$ cat src/rtl/mips_wb_pkg.sv
// Shared types and constants for the MIPS writeback arbiter and its late-result FIFO.
package mips_wb_pkg;

  localparam int REGNUM_W = 5;
  localparam int DATA_W   = 32;
  localparam int NUM_REGS = 32;

  // One queued writeback: destination, value, and whether it may still be committed.
  typedef struct packed {
    logic [REGNUM_W-1:0] regnum;
    logic [DATA_W-1:0]   data;
    logic                live;
  } wb_entry_t;

  // One-hot decode of a register number into the register-file bit mask.
  function automatic logic [NUM_REGS-1:0] reg_onehot(input logic [REGNUM_W-1:0] regnum);
    return NUM_REGS'(1) << regnum;
  endfunction

endpackage

$ cat src/rtl/wb_late_fifo.sv
// Late-result FIFO: circular buffer of pending writebacks with squash-by-register
// and a per-register pending mask derived from the live entries.
module wb_late_fifo
  import mips_wb_pkg::*;
#(
  parameter  int DEPTH = 4,
  localparam int PTR_W = $clog2(DEPTH),
  localparam int CNT_W = PTR_W + 1
) (
  input  logic                clock,
  input  logic                reset,
  input  logic                i_push,
  input  logic [REGNUM_W-1:0] i_push_regnum,
  input  logic [DATA_W-1:0]   i_push_data,
  input  logic                i_pop,
  input  logic                i_squash_valid,
  input  logic [REGNUM_W-1:0] i_squash_regnum,
  output wb_entry_t           o_head,
  output logic                o_full,
  output logic                o_empty,
  output logic [CNT_W-1:0]    o_count,
  output logic [NUM_REGS-1:0] o_pending
);

  logic [REGNUM_W-1:0] r_regnum [DEPTH];
  logic [DATA_W-1:0]   r_data   [DEPTH];
  logic [DEPTH-1:0]    r_live;
  logic [PTR_W-1:0]    r_head;
  logic [PTR_W-1:0]    r_tail;
  logic [CNT_W-1:0]    r_count;
  logic [DEPTH-1:0]    w_live_next;
  logic                w_push_live;

  // A result pushed in the same cycle as an ALU write to its register is already stale.
  assign w_push_live = ~(i_squash_valid && (i_squash_regnum == i_push_regnum));

  // Next live vector: retire the popped slot, squash matches, mark the new tail.
  always_comb begin
    // NOTE: every always_comb output gets a default first so no path leaves it unassigned (no latch).
    w_live_next = r_live;
    if (i_pop) w_live_next[r_head] = 1'b0;
    if (i_squash_valid) begin
      for (int i = 0; i < DEPTH; i++) begin
        if (r_regnum[i] == i_squash_regnum) w_live_next[i] = 1'b0;
      end
    end
    if (i_push) w_live_next[r_tail] = w_push_live;
  end

  // Entry payload storage, written at the tail on push.
  always_ff @(posedge clock) begin
    // NOTE: payload arrays carry no reset; a slot is only trusted while its live bit is set,
    // and live bits are reset, so clearing the data would cost logic for nothing.
    if (i_push) begin
      r_regnum[r_tail] <= i_push_regnum;
      r_data[r_tail]   <= i_push_data;
    end
  end

  // Pointers, occupancy and live bits.
  always_ff @(posedge clock) begin
    // NOTE: sequential state uses non-blocking assignments so every register samples pre-edge values.
    if (reset) begin
      r_head  <= '0;
      r_tail  <= '0;
      r_count <= '0;
      r_live  <= '0;
    end else begin
      r_live <= w_live_next;
      if (i_push) r_tail <= r_tail + PTR_W'(1);
      if (i_pop)  r_head <= r_head + PTR_W'(1);
      case ({i_push, i_pop})
        2'b10:   r_count <= r_count + CNT_W'(1);
        2'b01:   r_count <= r_count - CNT_W'(1);
        default: r_count <= r_count;
      endcase
    end
  end

  // Pending mask: OR of the one-hot destination of every live entry.
  always_comb begin
    o_pending = '0;
    for (int i = 0; i < DEPTH; i++) begin
      if (r_live[i]) o_pending = o_pending | reg_onehot(r_regnum[i]);
    end
  end

  assign o_head  = '{regnum: r_regnum[r_head], data: r_data[r_head], live: r_live[r_head]};
  assign o_full  = (r_count == CNT_W'(DEPTH));
  assign o_empty = (r_count == '0);
  assign o_count = r_count;

endmodule

$ cat src/rtl/mips_wb_arbiter.sv
// Writeback arbiter in front of the register-file write port: ALU results win,
// late results queue in a FIFO and drain when the ALU is idle.
module mips_wb_arbiter
  import mips_wb_pkg::*;
#(
  parameter int DEPTH = 4
) (
  input  logic                    clock,
  input  logic                    reset,
  input  logic                    alu_valid,
  input  logic [REGNUM_W-1:0]     alu_regnum,
  input  logic [DATA_W-1:0]       alu_data,
  input  logic                    late_valid,
  output logic                    late_ready,
  input  logic [REGNUM_W-1:0]     late_regnum,
  input  logic [DATA_W-1:0]       late_data,
  output logic [REGNUM_W-1:0]     wr_regnum,
  output logic [DATA_W-1:0]       wr_data,
  output logic                    writeenable,
  output logic [NUM_REGS-1:0]     pending,
  output logic [$clog2(DEPTH):0]  count
);

  logic                w_alu_issue;
  logic                w_push;
  logic                w_pop;
  logic                w_full;
  logic                w_empty;
  wb_entry_t           w_head;
  logic [REGNUM_W-1:0] r_wr_regnum;
  logic [DATA_W-1:0]   r_wr_data;
  logic                r_writeenable;

  // Arbitration: a real ALU write blocks the pop; r0 targets never write or enqueue.
  always_comb begin
    w_alu_issue = alu_valid && (alu_regnum != '0) && !reset;
    w_push      = late_valid && late_ready && (late_regnum != '0);
    w_pop       = !w_alu_issue && !w_empty && !reset;
  end

  assign late_ready = !w_full && !reset;

  wb_late_fifo #(.DEPTH(DEPTH)) u_late_fifo (
    .clock           (clock),
    .reset           (reset),
    .i_push          (w_push),
    .i_push_regnum   (late_regnum),
    .i_push_data     (late_data),
    .i_pop           (w_pop),
    .i_squash_valid  (w_alu_issue),
    .i_squash_regnum (alu_regnum),
    .o_head          (w_head),
    .o_full          (w_full),
    .o_empty         (w_empty),
    .o_count         (count),
    .o_pending       (pending)
  );

  // Registered regfile write port; a dead head pops without writing.
  always_ff @(posedge clock) begin
    if (reset) begin
      r_writeenable <= 1'b0;
      r_wr_regnum   <= '0;
      r_wr_data     <= '0;
    end else if (w_alu_issue) begin
      r_writeenable <= 1'b1;
      r_wr_regnum   <= alu_regnum;
      r_wr_data     <= alu_data;
    end else if (w_pop && w_head.live) begin
      r_writeenable <= 1'b1;
      r_wr_regnum   <= w_head.regnum;
      r_wr_data     <= w_head.data;
    end else begin
      r_writeenable <= 1'b0;
      r_wr_regnum   <= '0;
      r_wr_data     <= '0;
    end
  end

  assign writeenable = r_writeenable;
  assign wr_regnum   = r_wr_regnum;
  assign wr_data     = r_wr_data;

endmodule

$ cat config.mk
export PLATFORM = sky130hd
export DESIGN_NAME = mips_wb_arbiter
export DESIGN_NICKNAME = d
export VERILOG_FILES = /design/src/rtl/mips_wb_pkg.sv /design/src/rtl/wb_late_fifo.sv /design/src/rtl/mips_wb_arbiter.sv
export SDC_FILE = /design/constraint.sdc
export NUM_CORES = 1
export LEC_CHECK = 0
export BUFFER_PORTS_ARGS = -buffer_cell sky130_fd_sc_hd__buf_4
export CAP_MARGIN = 5
export CORE_MARGIN = 2
export CORE_UTILIZATION = 60
export CTS_CLUSTER_SIZE = 40
export DETAILED_ROUTE_END_ITERATION = 10
export GPL_TIMING_DRIVEN = 0
export HOLD_SLACK_MARGIN = 0.03
export PLACE_DENSITY = 0.95
export SYNTH_ARGS = -nofsm -noshare
export SYNTH_HDL_FRONTEND = slang
export SYNTH_SLANG_ARGS = --single-unit
$ cat constraint.sdc
create_clock -name clock -period 4.4 [get_ports clock]
set_input_delay 0.66 -clock clock [delete_from_list [all_inputs] [get_ports clock]]
set_output_delay 0.66 -clock clock [all_outputs]
set_load 0.01 [all_outputs]
==> metrics.cfg, run 1 <==
[run_status]
outcome = completed

[power]
p_sw_share_pct = 24.2
power.density_nw_per_um2 = 386
p_int_mw = 3.14
p_leak_nw = 3.77
max-vdd-ir-drop_mv = 0.506
p_seq_share_pct = 51.1
pwr-share-clk_pct = 38.7
combPwrFrac_pct = 10.1
netSwitchingPower_mw = 1.00

[drt]
dr.pass1.iters = 5
ant_nets = 0
drc_errors = 0
wl_um = 27300
viasPerCell = 6.87
via_count = 6541
drtIter0Drc = 943
wire_per_inst_um = 28.7

[cts]
clk_latency_ps = 440
cts_tree = built
cts.sinks = 199
htreeDepth = 4
ctsRootBufferMaster = clkbuf_16
cts_resized = 0
postCtsSetupBuffers = 0
cts_buffer_depth = 2
path_clk_slew_ps = 80
numCtsBuffers = 17
cts.hold.buffers_added = 0

[floorplanning]
num_rows = 44
fp.dieArea_sq_um = 15600
core_area_sq_um = 14400
die_y_um = 125
start_util_pct = 60.9
ioPinCount = 152
die_x_um = 125

[synth]
netlist_instances = 590
seq_area_frac_synth_pct = 62.5
synth-edff-count = 148
async_flop_share_pct = 0
yosys_most_used_dff = edfxtp_1
postSynthAreaPerCell_sq_um = 14.8
yosys_warnings = 0
synth_seq_cells = 199
syn-num-nets = 678
synth_top_area_share_pct = 50.8
netlist_area_sq_um = 8750
yosys.area.top_type = edfxtp_1
yosys-top-cells-area = edfxtp_1 51%, dfxtp_1 12%, mux4_2 9.8%, a22o_1 2.9%, xnor2_1 1.7%
yosys.cell_types.count = 52

[worst_setup_path]
worstReg2RegStart = u_late_fifo.o_count[2]
endpoint_kind = primary output
crit_required_ps = 3740
worstPathArrival_ps = 2530
crit_path_max_fanout = 10
r2r_cells = 10
path_class = flip-flop to primary output
worst_setup_path_start_kind = flip-flop
rr_endpoint = u_late_fifo.o_count[2]
rrSetupSlack_ps = 1860

[sta]
rsz0062_at_grt = no
period_share_pct = 72.6
period_needed_ps = 3190
setup_violations = 0
skew_ps = 13.0
tightest_slew_ps = 966
fin_tns_setup_ps = 0
slew_viol_final = 0
final-hold-violation-count = 0
fmax_mhz = 313
slew_headroom_pct = 35.5
whs_ps = 415

[global_routing]
grt_first_pass_wirelength_um = 40700
grt_max_degree = 38
antenna_found_initial = 0
overflow = 0
first_global_vias = 6628
grt.total_usage_pct = 35.3

[placement]
portBuffers = 145
gp_congestion = 0.960
hpwlAfterDp_um = 17400
dpl_cell_area_sq_um = 10100

[layout]
area_growth_pct = 22.4
fin_util_pct = 74.5
n_fill_cell = 791
design_area_sq_um = 10700
drive_above_1_share_pct = 32.3
num-nets-final = 843
diodes = 0

[min_path]
hold-path-cell-count = 1
hp-class = primary input to flip-flop
hold_end = u_late_fifo.r_data[1][16]
min_from = late_data[16]

[run]
drv_cap = 0

==> cells in the mapped netlist, types with 2 or more instances <==
library cell  instances
and2_1                4
a22o_2                6
a22oi_1               4
nand2b_1             21
o31ai_1               2
xor2_1               12
a22o_1               29
nor2_1               27
a32oi_1              12
nand4b_1              3
a2bb2oi_1             2
o21ai_0               2
o221ai_1             15
o32a_1                3
o32ai_1               3
or3_1                 4
nand3_1              11
a21oi_1               7
xnor2_1              17
nor3b_1               3
clkbuf_1             26
buf_2                 7
nand2_1              28
ha_1                  9
buf_6                 9
o211ai_1              6
nor3_1                8
nor4_1                4
a221o_1              12
or2_2                 4
nor2b_1              14
o22ai_1               8
inv_1                12
edfxtp_1            148
nand4_1               4
dfxtp_1              51
mux4_2               38
==> through the flow <==
stage | setup WS, ps | power, mW | cells
3_3_place_gp | 792 | 2.52 | 919
6_report | 1210 | 4.14 | 952
4_1_cts | 1300 | 4.13 | 952
5_1_grt | 1180 | 4.22 | 952
2_1_floorplan | 1620 | 2.37 | 590
3_5_place_dp | 1440 | 2.55 | 920
==> layer usage <==
| layer | GRT usage [%] | part of all wire [%] |
|---|---|---|
| met5 | 0 | 0 |
| met4 | 19.3 | 5.7 |
| met3 | 7.22 | 8.6 |
| met2 | 60.3 | 50 |
| met1 | 42.1 | 35 |
==> state kept, by name, indices dropped and copies added, names as in the netlist, named ones only <==
signal,count
u_late_fifo.r_head,2
wr_regnum,5
u_late_fifo.r_regnum,20
u_late_fifo.r_data,128
wr_data,32
u_late_fifo.r_live,4
u_late_fifo.o_count,3
u_late_fifo.r_tail,2
writeenable,1
==> logic make-up (layout without fill, tap and decap cells) <==
group / count (synthesis) / after routing / share of synthesized area [%]
mux: 39 / 39 / 9.90
flops: 199 / 199 / 62.5
fa+ha+maj: 10 / 10 / 1.52
xor+xnor: 29 / 29 / 2.90
buf+inv: 55 / 233 / 3.28
simple gates: 140 / 140 / 8.45
compound gates: 118 / 118 / 11.5
==> how the worst max path moves through the flow <==
| stage | startpoint | end | slack, ps | cells past startpoint |
|---|---|---|---|---|
| floorplan | reset | u_late_fifo.r_data[2][0] | 1620 | 5 |
| detailed placement | alu_regnum[3] | u_late_fifo.o_count[2] | 1440 | 9 |
| global placement | reset | u_late_fifo.r_data[2][6] | 790 | 5 |
| CTS | u_late_fifo.r_regnum[1][0] | pending[1] | 1300 | 6 |
| global route | u_late_fifo.r_regnum[1][0] | pending[1] | 1180 | 6 |
| finish | u_late_fifo.r_regnum[0][3] | pending[27] | 1210 | 6 |
==> cells in the final DEF, fill, tap and decap left out, types with 14 or more instances in the layout <==
master     count
dfxtp_1       51
nor2b_1       14
clkbuf_1      27
edfxtp_1     148
mux4_2        38
nand2_1       28
xnor2_1       17
o221ai_1      15
nand2b_1      21
buf_4        146
a22o_1        29
nor2_1        27
clkbuf_16     17
==> worst max-delay path: stages, from the launching register on <==
cell,delay (ps)
edfxtp_1,320
clkbuf_1,500
nand2b_1,340
nor2_1,440
a32oi_1,160
o221ai_1,150
buf_4,190
==> layout make-up <==
| class | count | area [sq um] | area share (%) |
|---|---|---|---|
| Buffer | 43 | 241 | 2.26 |
| Tap cell | 184 | 230 | 2.15 |
| Clock buffer | 18 | 429 | 4.01 |
| Multi-Input combinational cell | 336 | 3000 | 28.0 |
| Inverter | 12 | 45.0 | 0.421 |
| Sequential cell | 199 | 5470 | 51.1 |
| Clock inverter | 14 | 183 | 1.71 |
| Timing Repair Buffer | 146 | 1120 | 10.4 |
==> power by group through the flow <==
stage	clock network, mW	logic [mW]	registers (mW)
6_report	1.60	0.418	2.12
5_1_grt	1.67	0.439	2.12
4_1_cts	1.60	0.413	2.11
3_5_place_dp	0	0.397	2.15
3_3_place_gp	0	0.376	2.15
2_1_floorplan	0	0.217	2.15
Note: power is estimated with default switching activity, not from simulation.
==> inputs of run 2 (changes only) <==
- CORE_UTILIZATION: 60 -> 56
- PLACE_DENSITY: 0.95 -> 0.92
- clock period: 4.4 -> 3.1 ns (I/O delays scaled with it)
==> run 2 against run 1 <==
Against the previous run: sequential share of layout area shrank 0.21 points; final cell count is 3.0% higher; register-to-register slack lost 1400 ps; global-route usage down 5.4 points; combinational power increased by 38%; first-iteration DRC count is 32% lower; sequential cell count stayed put; sequential power rose by 41%; non-clock buffer count is 2 higher; routed wire length fell by 11%; clock skew fell by 1.2 ps; critical path depth did not move; critical path type unchanged; critical endpoint is now pending[9]; largest cell class unchanged; highest routed layer unchanged.
==> metrics.cfg, run 2 (synthesized netlist as in run 1, its figures left out) <==
[drt]
wl_met1_um = 9070  ; was 9640 um
via_count = 6299  ; was 6541
wl_um = 24500  ; was 27300 um
viasPerCell = 6.42  ; was 6.87
ant_nets = 0  ; unchanged
wire_per_inst_um = 24.9  ; was 28.7 um
top_layer_used = met4  ; unchanged
drc_errors = 0  ; unchanged
dr.pass1.iters = 5  ; unchanged
wl_met2_um = 12300  ; was 13800 um
drtIter0Drc = 645  ; was 943
route.met3.wl_um = 2320  ; was 2340 um

[sta]
tightest_slew_ps = 934  ; was 966 ps
fmax_mhz = 337
rsz0062_at_grt = no  ; unchanged
final-hold-violation-count = 0  ; unchanged
period_needed_ps = 2970
period_share_pct = 95.7
fin_tns_setup_ps = 0  ; unchanged
setup_violations = 0  ; unchanged
whs_ps = 228  ; was 415 ps
fin_ws_ps = 133  ; was 1210 ps
slew_headroom_pct = 37.6  ; was 35.5%
skew_ps = 11.8  ; was 13.0 ps
slew_viol_final = 0  ; unchanged

[global_routing]
grt.total_usage_pct = 29.9  ; was 35.3%
antenna_found_initial = 0  ; unchanged
overflow = 0  ; unchanged
first_global_vias = 6299  ; was 6628
grt_max_degree = 38  ; unchanged
grt_first_pass_wirelength_um = 36500  ; was 40700 um

[worst_setup_path]
path_class = flip-flop to primary output  ; unchanged
r2r_cells = 10  ; unchanged
worstPathArrival_ps = 2500  ; was 2530 ps
cp-startpoint = u_late_fifo.r_regnum[1][0]  ; was u_late_fifo.r_regnum[0][3]
crit_path_max_fanout = 9  ; was 10
worstReg2RegStart = u_late_fifo.o_count[2]  ; unchanged
rr_endpoint = u_late_fifo.o_count[2]  ; unchanged
rrSetupSlack_ps = 480  ; was 1860 ps
worst_setup_path_start_kind = flip-flop  ; unchanged
crit_required_ps = 2630  ; was 3740 ps
endpoint = pending[9]  ; was pending[27]
endpoint_kind = primary output  ; unchanged

[cts]
cts.sinks = 199  ; unchanged
cts_tree = built  ; unchanged
postCtsSetupBuffers = 0  ; unchanged
cts_buffer_depth = 2  ; unchanged
cts_resized = 0  ; unchanged
numCtsBuffers = 17  ; unchanged
cts.hold.buffers_added = 0  ; unchanged
path_clk_slew_ps = 80  ; about the same
clk_latency_ps = 430  ; was 440 ps
ctsRootBufferMaster = clkbuf_16  ; unchanged
htreeDepth = 4  ; unchanged

[power]
power.density_nw_per_um2 = 531  ; was 386 nW/um^2
p_leak_nw = 3.78  ; was 3.77 nW
max-vdd-ir-drop_mv = 0.563  ; was 0.506 mV
power_mw = 5.71  ; was 4.14 mW

[floorplanning]
core_area_sq_um = 15300  ; was 14400 sq um
die_y_um = 129  ; was 125 um
ioPinCount = 152  ; unchanged
die_x_um = 129  ; was 125 um
num_rows = 45  ; was 44
start_util_pct = 57.3  ; was 60.9%
fp.dieArea_sq_um = 16600  ; was 15600 sq um

[placement]
dp_slack_ps = 431  ; was 1440 ps
portBuffers = 145  ; unchanged
dpl.cell_count = 949  ; was 920
gp_congestion = 0.947  ; was 0.960
dpl_cell_area_sq_um = 10200  ; was 10100 sq um
hpwlAfterDp_um = 16900  ; was 17400 um

[layout]
num-nets-final = 845  ; was 843
final_cells = 981  ; was 952
largest_reg_flops = 128  ; unchanged
layout_common_cells = 148 x edfxtp_1, 146 x buf_4, 51 x dfxtp_1  ; unchanged
diodes = 0  ; unchanged
design_area_sq_um = 10700  ; about the same
fin_util_pct = 70.4  ; was 74.5%
largest-register = u_late_fifo.r_data  ; unchanged
drive_above_1_share_pct = 32.5  ; was 32.3%
area_growth_pct = 22.9  ; was 22.4%
mostFrequentLayoutCell = edfxtp_1  ; unchanged

[run]
drv_cap = 0  ; unchanged

[min_path]
hp-class = primary input to flip-flop  ; unchanged

[run_status]
outcome = completed  ; unchanged

-- run 2: cell count changes in the layout (fill, tap and decap cells not counted) --
cell and change:
inv_8 +1, clkinv_1 -1, buf_16 -1, clkinv_4 +1, bufinv_16 -2, clkbuf_1 +1
clkinvlp_4 -2, buf_12 +3, clkinv_8 +2
-- run 2: worst max-delay path: stages (launching register included) --
cell and delay (ps):
edfxtp_1 350, clkbuf_1 400, nand2b_1 280, or2_2 380, o32ai_1 380, a221o_1 180, buf_4 120
-- run 2: power by group --
part,internal [mW],switching [mW]
Sequential,2.95,0.0437
Clock,1.09,1.05
Combinational,0.275,0.300
Total,4.31,1.39
-- run 2: final cells by class --
class | instances | area (sq um)
sequential | 199 | 5470
fill | 935 | 4510
multi-input combinational | 336 | 3000
timing repair buffer | 148 | 1150
clock buffer | 19 | 433
tap | 211 | 264
buffer | 43 | 241
clock inverter | 13 | 156
inverter | 12 | 45.0
-- run 2: how the worst min path moves through the flow --
stage                     cells after the start  slack, ps                   endpoint                   start
final                                         1        230  u_late_fifo.r_data[3][19]           late_data[19]
after global routing                          1        210  u_late_fifo.r_data[0][19]           late_data[19]
after CTS                                     1        220  u_late_fifo.r_data[3][20]           late_data[20]
after detailed placement                      2        540     u_late_fifo.o_count[2]  u_late_fifo.o_count[2]
after global placement                        2        490     u_late_fifo.o_count[2]  u_late_fifo.o_count[2]
after floorplan                               2        510      u_late_fifo.r_tail[1]   u_late_fifo.r_tail[1]
-- run 2: metal layers --
layer / vias up / track usage, %
li1: 2679 / -
met1: 3075 / 37.8
met2: 479 / 50.2
met3: 66 / 7.28
met4: 0 / 11.7
met5: - / 0
